**src/rtl/ps2_kbd_rx_pkg.sv**
```systemverilog
// Shared definitions for the PS/2 keyboard receiver: scan-code width and FSM states.
package ps2_kbd_rx_pkg;

   localparam int KbWidth = 8;

   typedef enum logic [1:0] {
      KB_IDLE,
      KB_DATA,
      KB_PARITY,
      KB_STOP
   } kb_state_e;

endpackage

```
**src/rtl/ps2_kbd_rx_sync_fifo.sv**
```systemverilog
// Single-clock FIFO; head is presented combinationally and reads as zero when empty.
module sync_fifo #(
   parameter int WIDTH = 8,
   parameter int DEPTH = 8
) (
   input  logic             clk,
   input  logic             rst_n,
   input  logic             push,
   input  logic             pop,
   input  logic [WIDTH-1:0] din,
   output logic [WIDTH-1:0] dout,
   output logic             empty,
   output logic             full
);

   localparam int AW = $clog2(DEPTH);

   logic [WIDTH-1:0] mem_q [DEPTH];
   logic [AW-1:0]    wr_ptr_q, rd_ptr_q;
   logic [AW:0]      count_q;
   logic             do_push, do_pop;

   assign empty   = (count_q == '0);
   assign full    = (count_q == (AW+1)'(DEPTH));
   // A pop on a full FIFO frees the slot the simultaneous push lands in.
   assign do_pop  = pop & ~empty;
   assign do_push = push & (~full | do_pop);
   assign dout    = empty ? '0 : mem_q[rd_ptr_q];

   always_ff @(posedge clk) begin
      if (do_push) mem_q[wr_ptr_q] <= din;
   end

   always_ff @(posedge clk or negedge rst_n) begin
      if (!rst_n) begin
         wr_ptr_q <= '0;
         rd_ptr_q <= '0;
         count_q  <= '0;
      end else begin
         if (do_push) wr_ptr_q <= wr_ptr_q + 1'b1;
         if (do_pop)  rd_ptr_q <= rd_ptr_q + 1'b1;
         case ({do_push, do_pop})
            2'b10:   count_q <= count_q + 1'b1;
            2'b01:   count_q <= count_q - 1'b1;
            default: count_q <= count_q;
         endcase
      end
   end

endmodule

```
**src/rtl/ps2_kbd_rx.sv**
```systemverilog
// PS/2 device-to-host receiver: sync, falling-edge detect, frame FSM with timeout,
// odd-parity check and scan-code FIFO exposed to the MMIO read path.
module ps2_kbd_rx
   import ps2_kbd_rx_pkg::*;
#(
   parameter int KB_WIDTH    = KbWidth,
   parameter int FIFO_DEPTH  = 8,
   parameter int TIMEOUT_CYC = 50000
) (
   input  logic                clk,
   input  logic                rst_n,
   input  logic                ps2_clk,
   input  logic                ps2_data,
   input  logic                sig_rd_kb,
   output logic [KB_WIDTH-1:0] kb_rdata,
   output logic                kb_ready,
   output logic                kb_overflow,
   output logic                kb_frame_err
);

   localparam int CW = $clog2(KB_WIDTH);
   localparam int TW = $clog2(TIMEOUT_CYC);

   logic                clk_s1_q, clk_s2_q, clk_prev_q;
   logic                dat_s1_q, dat_s2_q;
   logic                fe;
   kb_state_e           state_q, state_d;
   logic [KB_WIDTH-1:0] shift_q, shift_d;
   logic [CW-1:0]       cnt_q, cnt_d;
   logic                par_q, par_d;
   logic                push_q, push_d;
   logic [TW-1:0]       tmo_q, tmo_d;
   logic                err_set;
   logic                err_q, ovf_q;
   logic                fifo_empty, fifo_full;

   assign fe = ~clk_s2_q & clk_prev_q;

   always_ff @(posedge clk or negedge rst_n) begin
      if (!rst_n) begin
         clk_s1_q   <= 1'b1;
         clk_s2_q   <= 1'b1;
         clk_prev_q <= 1'b1;
         dat_s1_q   <= 1'b1;
         dat_s2_q   <= 1'b1;
      end else begin
         clk_s1_q   <= ps2_clk;
         clk_s2_q   <= clk_s1_q;
         clk_prev_q <= clk_s2_q;
         dat_s1_q   <= ps2_data;
         dat_s2_q   <= dat_s1_q;
      end
   end

   always_comb begin
      state_d = state_q;
      shift_d = shift_q;
      cnt_d   = cnt_q;
      par_d   = par_q;
      push_d  = 1'b0;
      err_set = 1'b0;
      tmo_d   = (state_q == KB_IDLE) ? '0 : tmo_q + 1'b1;
      // Timeout wins over a coincident falling edge.
      if (state_q != KB_IDLE && tmo_q == TW'(TIMEOUT_CYC - 1)) begin
         state_d = KB_IDLE;
         cnt_d   = '0;
         tmo_d   = '0;
         err_set = 1'b1;
      end else if (fe) begin
         tmo_d = '0;
         case (state_q)
            KB_IDLE: begin
               if (!dat_s2_q) begin
                  state_d = KB_DATA;
                  cnt_d   = '0;
               end else begin
                  err_set = 1'b1;
               end
            end
            KB_DATA: begin
               shift_d = {dat_s2_q, shift_q[KB_WIDTH-1:1]};
               cnt_d   = cnt_q + 1'b1;
               if (cnt_q == CW'(KB_WIDTH - 1)) state_d = KB_PARITY;
            end
            KB_PARITY: begin
               par_d   = dat_s2_q;
               state_d = KB_STOP;
            end
            KB_STOP: begin
               if (dat_s2_q && (^shift_q ^ par_q)) push_d = 1'b1;
               else                                err_set = 1'b1;
               state_d = KB_IDLE;
            end
            default: state_d = KB_IDLE;
         endcase
      end
   end

   always_ff @(posedge clk or negedge rst_n) begin
      if (!rst_n) begin
         state_q <= KB_IDLE;
         shift_q <= '0;
         cnt_q   <= '0;
         par_q   <= 1'b0;
         push_q  <= 1'b0;
         tmo_q   <= '0;
         err_q   <= 1'b0;
         ovf_q   <= 1'b0;
      end else begin
         state_q <= state_d;
         shift_q <= shift_d;
         cnt_q   <= cnt_d;
         par_q   <= par_d;
         push_q  <= push_d;
         tmo_q   <= tmo_d;
         err_q   <= err_q | err_set;
         ovf_q   <= ovf_q | (push_q & fifo_full & ~sig_rd_kb);
      end
   end

   sync_fifo #(
      .WIDTH (KB_WIDTH),
      .DEPTH (FIFO_DEPTH)
   ) u_fifo (
      .clk   (clk),
      .rst_n (rst_n),
      .push  (push_q),
      .pop   (sig_rd_kb),
      .din   (shift_q),
      .dout  (kb_rdata),
      .empty (fifo_empty),
      .full  (fifo_full)
   );

   assign kb_ready     = ~fifo_empty;
   assign kb_overflow  = ovf_q;
   assign kb_frame_err = err_q;

endmodule

```
**config.mk**
```make
export PLATFORM = sky130hd
export DESIGN_NAME = ps2_kbd_rx
export DESIGN_NICKNAME = d
export VERILOG_FILES = /design/src/rtl/ps2_kbd_rx_pkg.sv /design/src/rtl/ps2_kbd_rx_sync_fifo.sv /design/src/rtl/ps2_kbd_rx.sv
export SDC_FILE = /design/constraint.sdc
export NUM_CORES = 1
export LEC_CHECK = 0
export BUFFER_PORTS_ARGS = -buffer_cell sky130_fd_sc_hd__clkbuf_2
export CORE_MARGIN = 5
export CORE_UTILIZATION = 35
export DETAILED_ROUTE_END_ITERATION = 12
export REMOVE_ABC_BUFFERS = 1
export SLEW_MARGIN = 20
export SYNTH_ARGS = -nofsm -noshare
export SYNTH_HDL_FRONTEND = slang
export SYNTH_SLANG_ARGS = --single-unit
```
**constraint.sdc**
```tcl
create_clock -name clk -period 5.8 [get_ports clk]
set_clock_uncertainty 0.15 [all_clocks]
set_input_delay 1.16 -clock clk [delete_from_list [all_inputs] [get_ports clk]]
set_output_delay 1.16 -clock clk [all_outputs]
set_load 0.01 [all_outputs]
```
==> results of run 1 <==
-- synth_stat cells (3+ instances only) --
cell      number
edfxtp_1      64
dfrtp_1       43
nor2_1        37
nand2_1       20
mux4_2        16
xnor2_1       15
inv_1         13
ha_1          12
xor2_1        12
mux2i_1       10
mux2_4         8
nand3_1        6
dfstp_2        5
nor3_1         5
a21oi_1        4
nand2b_1       4
nor4_1         3
-- power groups by stage --
| stage | clock network, W | logic (W) | registers (W) |
|---|---|---|---|
| 6_report | 0.000569 | 0.000695 | 0.00121 |
| 3_5_place_dp | 0 | 0.000705 | 0.00123 |
| 2_1_floorplan | 0 | 0.000552 | 0.00116 |
| 4_1_cts | 0.000589 | 0.000708 | 0.00122 |
| 5_1_grt | 0.000627 | 0.000771 | 0.00124 |
| 3_3_place_gp | 0 | 0.000692 | 0.00122 |
-- kinds of logic (layout without fill, tap and decap cells) --
| group | after synthesis | count (layout) | synth area share |
|---|---|---|---|
| buf+inv | 19 | 48 | 0.0160 |
| compound gates | 15 | 15 | 0.0235 |
| mux | 36 | 36 | 0.124 |
| flops | 112 | 112 | 0.645 |
| simple gates | 93 | 93 | 0.102 |
| fa+ha+maj | 13 | 13 | 0.0351 |
| xor+xnor | 28 | 28 | 0.0534 |
-- worst max-delay path, delay by kind of cell (launching register included) --
family | cells | cell delay (ns)
buffers and inverters | 1 | 0.13
DFF | 1 | 0.76
muxes | 2 | 0.74
and+or+nand+nor | 1 | 0.08
-- per-layer routing --
metal  wire (um)  vias to the layer above  GRT usage
met5           0                        -          0
met2        4240                       38      0.192
met4         100                        0     0.0337
li1            -                     1198          -
met3         340                        9     0.0300
met1        3430                     1278      0.135
-- layout make-up --
cell class,instances,area share
well taps,180,0.0415
inverters,13,0.00899
flip-flops and latches,112,0.577
clock inverters,5,0.00761
repair buffers,19,0.0194
multi-input cells,185,0.303
clock buffers,11,0.0429
-- state kept, by name (all words and copies together), names as in the netlist --
| name | cells |
|---|---|
| u_fifo.wr_ptr_q | 3 |
| dat_s2_q | 1 |
| clk_prev_q | 1 |
| u_fifo.count_q | 4 |
| cnt_q | 3 |
| state_q | 2 |
| u_fifo.mem_q | 64 |
| tmo_q | 16 |
| clk_s1_q | 1 |
| shift_q | 8 |
| push_q | 1 |
| dat_s1_q | 1 |
| kb_frame_err | 1 |
| kb_overflow | 1 |
| u_fifo.rd_ptr_q | 3 |
| clk_s2_q | 1 |
| par_q | 1 |
-- how the worst max path moves through the flow --
stage / from / endpoint / depth (start not counted)
2_1_floorplan: u_fifo.rd_ptr_q[0]$_DFFE_PN0N_ / kb_rdata[0] / 3
3_3_place_gp: u_fifo.rd_ptr_q[0]$_DFFE_PN0N_ / kb_rdata[2] / 4
3_5_place_dp: u_fifo.rd_ptr_q[0]$_DFFE_PN0N_ / kb_rdata[2] / 4
4_1_cts: u_fifo.rd_ptr_q[0]$_DFFE_PN0N_ / kb_rdata[2] / 4
5_1_grt: u_fifo.rd_ptr_q[0]$_DFFE_PN0N_ / kb_rdata[4] / 4
6_report: u_fifo.rd_ptr_q[0]$_DFFE_PN0N_ / kb_rdata[2] / 4
-- per-stage QoR --
stage	worst slack, ns	power (W)	area (um^2)
global placement	2.39	0.00192	5150
finish	2.43	0.00247	5430
detailed placement	2.37	0.00194	5150
CTS	1.99	0.00251	5420
floorplan	2.81	0.00171	4820
global route	2.28	0.00264	5430
==> qor.csv, run 1 <==
metric,value,unit
cp.required,4.49,ns
worst-setup-path-type,reg2out,
num_antenna_cells,0,
clock-sinks,112,
hold_start,clk_s1_q$_DFF_PN1_,
p_int,0.00169,W
clkPwrFrac,0.230,
layout_common_cells,"edfxtp_1, dfrtp_1, nor2_1",
rrSetupSlack,3.24,ns
hpwlAfterDp,5370,um
cts_setup_buffers,0,
grt_max_degree,49,
ys_warn_count,0,
clk_latency,0.34,ns
grt_pass1_vias,2638,
power_frac_comb,0.281,
area_growth,11.9,%
rows,43,
fin_cells,525,
path_clk_slew,0.07,ns
min_to,clk_s2_q$_DFF_PN1_,
h-tree-depth,3,
slowest_stage,dfrtp_2,
drtAntennaViolNets,0,
fin_crit_sh,0.580,
hold_violations,0,
rr_worst_depth,10,
holdWs,0.207,ns
slew_violations,0,
fin_util,0.395,
synth.distinct_cells,48,
vdd.ir_drop.worst,0.000263,V
p_leak,2.09,nW
gp_congestion,0.786,
synth_edf_count,64,
wire_per_inst,15.5,um
die-area,16300,um^2
ff_latch_area,3130,um^2
power.density,456,nW/um^2
cts_hold_buf,0,
io_buffers,15,
drv_cap,0,
crit_chain,mux4_2 > mux2i_1 > nor2_1 > clkbuf_2,
initial_core_util,0.353,
drt_wl_total,8120,um
tns,0,ns
num-fill-cells,1283,
timing.rr.end,u_fifo.count_q[3]$_DFFE_PN0P_,
drtIter0Drc,150,
p_sw_frac,0.315,
startpoint_type,flip-flop,
tightestPinTransition,0.957,ns
numCtsBuffers,9,
multi_input_area,1640,um^2
drcViolationCount,0,
drive_gt1_frac,0.214,
hold_depth,0,
tritoncts,yes,
p_switching,0.000780,W
yosys_register_bits,112,
synth-main-ff-cell,edfxtp_1,
finalSetupViolations,0,
cts_buffer_depth,2,
slowest_delay,0.76,ns
grt_use_total,0.111,
yosysTopAreaCell,edfxtp_1,
r2r_start,u_fifo.count_q[0]$_DFFE_PN0P_,
synth_top_cell_area_share,0.396,
final_nets,358,
die_x,128,um
antenna_found_initial,0,
status,finished clean,
hold_path.class,reg2reg,
crit_path_max_fanout,18,
viasPerCell,4.81,
grt_overflow,0,
setup.worst_path.end_class,output port,
slew_headroom,0.359,
syn_avg_cell_area,15.3,um^2
root_buffer,clkbuf_16,
grt_setup_unrepaired,no,
period_minus_slack,3.37,ns
synth-async-reset-ratio,0.429,
fmax,297,MHz
cts_resized,0,
p_seq_frac,0.489,
io_pins,16,
ys_top_cells_by_area,"edfxtp_1, dfrtp_1, mux4_2",
vias,2523,
grt_pass1_wl,13800,um
die_y,128,um
synth_seq_area_share,0.645,
netlist_area,4850,um^2
dr.pass1.iters,4,
worstPathArrival,2.06,ns
final_common_cell,edfxtp_1,
syn_inst,316,
dpl.cell_count,509,
coreArea,13700,um^2
No activity file was read; power rests on OpenSTA's default activity.
==> run 2: changes to the inputs <==
==> constraint.sdc (replaced) <==
create_clock -name clk -period 3.3 [get_ports clk]
set_clock_uncertainty 0.15 [all_clocks]
set_input_delay 0.66 -clock clk [delete_from_list [all_inputs] [get_ports clk]]
set_output_delay 0.66 -clock clk [all_outputs]
set_load 0.01 [all_outputs]
==> run 2 against run 1 <==
Sequential power up 71%. Routed wire length up 2.9%. Global-route usage up 0.070 points. Setup slack worse by 1.9 ns. Clock-buffer cell count down 2. Via count up 0.91%. Register-to-register slack worse by 2.5 ns. Die area unchanged. Non-clock buffer count up 7. Largest power group unchanged. Worst hold slack better by 0.0015 ns. Total power up 80%.
==> qor.csv, run 2 (synthesis results as in run 1) <==
metric,value,unit
status,finished clean,
crit_path_max_fanout,18,
slew_violations,0,
reg_top3,"u_fifo.mem_q: 64 flops, tmo_q: 16 flops, shift_q: 8 flops",
largest_reg_flops,64,
cts_resized,0,
cts_hold_buf,0,
vdd.ir_drop.worst,0.000350,V
drtIter0Drc,202,
grt_pass1_vias,2651,
drive_gt1_frac,0.233,
worstPathArrival,2.00,ns
grt_max_degree,30,
cts_setup_buffers,0,
path_clk_slew,0.07,ns
initial_core_util,0.353,
h-tree-depth,3,
io_pins,16,
clk_latency,0.35,ns
min_to,dat_s2_q$_DFF_PN1_,
area_growth,13.6,%
finalSetupViolations,0,
viasPerCell,4.79,
final_nets,365,
io_buffers,15,
num_antenna_cells,0,
hold_depth,0,
hold_violations,0,
layout_common_cells,"edfxtp_1, dfrtp_1, nor2_1",
grt_pass1_wl,13900,um
p_seq_frac,0.467,
power.density,807,nW/um^2
fin_ws,0.489,ns
die-area,16300,um^2
hold_path.class,reg2reg,
p_int,0.00301,W
num-fill-cells,1261,
startpoint_type,flip-flop,
worst-setup-path-type,reg2out,
clock-sinks,112,
pre_cts_slack,0.620,ns
period_minus_slack,2.81,ns
cp.required,2.49,ns
drtAntennaViolNets,0,
antenna_found_initial,0,
root_buffer,clkbuf_16,
rr_worst_depth,10,
timing.rr.end,u_fifo.count_q[3]$_DFFE_PN0P_,
grt_use_total,0.111,
power_frac_comb,0.289,
tns,0,ns
numCtsBuffers,9,
hpwlAfterDp,5420,um
fin_cells,532,
cts_buffer_depth,2,
hold_start,dat_s1_q$_DFF_PN1_,
grt_overflow,0,
gp_congestion,0.789,
p_leak,2.14,nW
p_sw_frac,0.324,
drv_cap,0,
grt_setup_unrepaired,no,
die_y,128,um
slew_headroom,0.462,
dr.pass1.iters,4,
dpl.cell_count,516,
regMostFlops,u_fifo.mem_q,
fmax,356,MHz
rrSetupSlack,0.73,ns
setup.worst_path.end_class,output port,
coreArea,13700,um^2
clkPwrFrac,0.244,
p_switching,0.00144,W
die_x,128,um
fin_crit_sh,0.852,
rows,43,
wire_per_inst,15.7,um
drcViolationCount,0,
drt_wl_total,8350,um
tritoncts,yes,
r2r_start,u_fifo.count_q[1]$_DFFE_PN0P_,
vias,2546,
final_common_cell,edfxtp_1,
tightestPinTransition,0.808,ns
## run 2: through the flow
step	power (W)	utilization	instance area, um^2	hold slack, ns
after floorplan	0.00301	-	4820	0.195
after global placement	0.00337	0.379	5200	0.196
after detailed placement	0.00341	0.379	5200	0.197
after CTS	0.00451	0.401	5510	0.208
after global routing	0.00473	0.401	5510	0.216
final	0.00444	0.401	5510	0.208
## run 2: cell type report
| class | instances | area (um^2) | area share |
|---|---|---|---|
| clock inverters | 7 | 80.1 | 0.0145 |
| multi-input cells | 185 | 1640 | 0.298 |
| well taps | 180 | 225 | 0.0409 |
| flip-flops and latches | 112 | 3130 | 0.568 |
| clock buffers | 9 | 225 | 0.0409 |
| repair buffers | 26 | 158 | 0.0286 |
| inverters | 13 | 48.8 | 0.00886 |
## run 2: routing by layer
metal | share of wire | wire length (um) | global-route usage | vias to the layer above
met1 | 0.45 | 3770 | 0.142 | 1286
met3 | 0.036 | 302 | 0.0263 | 6
met5 | 0 | 0 | 0 | -
met4 | 0.0071 | 59 | 0.0406 | 0
li1 | - | - | - | 1210
met2 | 0.50 | 4220 | 0.186 | 44
## run 2: worst max-delay path by stage
stage / slack [ns] / depth (start not counted) / start / end
global placement: 0.69 / 11 / sig_rd_kb / u_fifo.count_q[3]$_DFFE_PN0P_
detailed placement: 0.62 / 11 / sig_rd_kb / u_fifo.count_q[3]$_DFFE_PN0P_
finish: 0.49 / 4 / u_fifo.rd_ptr_q[1]$_DFFE_PN0N_ / kb_rdata[1]
floorplan: 0.67 / 9 / u_fifo.count_q[1]$_DFFE_PN0P_ / u_fifo.count_q[3]$_DFFE_PN0P_
CTS: 0.42 / 4 / u_fifo.rd_ptr_q[1]$_DFFE_PN0N_ / kb_rdata[6]
global route: 0.36 / 4 / u_fifo.rd_ptr_q[1]$_DFFE_PN0N_ / kb_rdata[6]
## run 2: power by group through the flow
stage | clock network [W] | registers, W | logic, W
2_1_floorplan | 0 | 0.00204 | 0.000970
3_3_place_gp | 0 | 0.00208 | 0.00129
3_5_place_dp | 0 | 0.00210 | 0.00131
4_1_cts | 0.00112 | 0.00208 | 0.00131
5_1_grt | 0.00119 | 0.00212 | 0.00143
6_report | 0.00108 | 0.00207 | 0.00129
## run 2: worst max-delay path: stages (launching register included)
cell      delay [ns]
dfrtp_1         0.87
mux4_2          0.41
mux2i_1         0.16
nor2_1          0.08
clkbuf_2        0.13
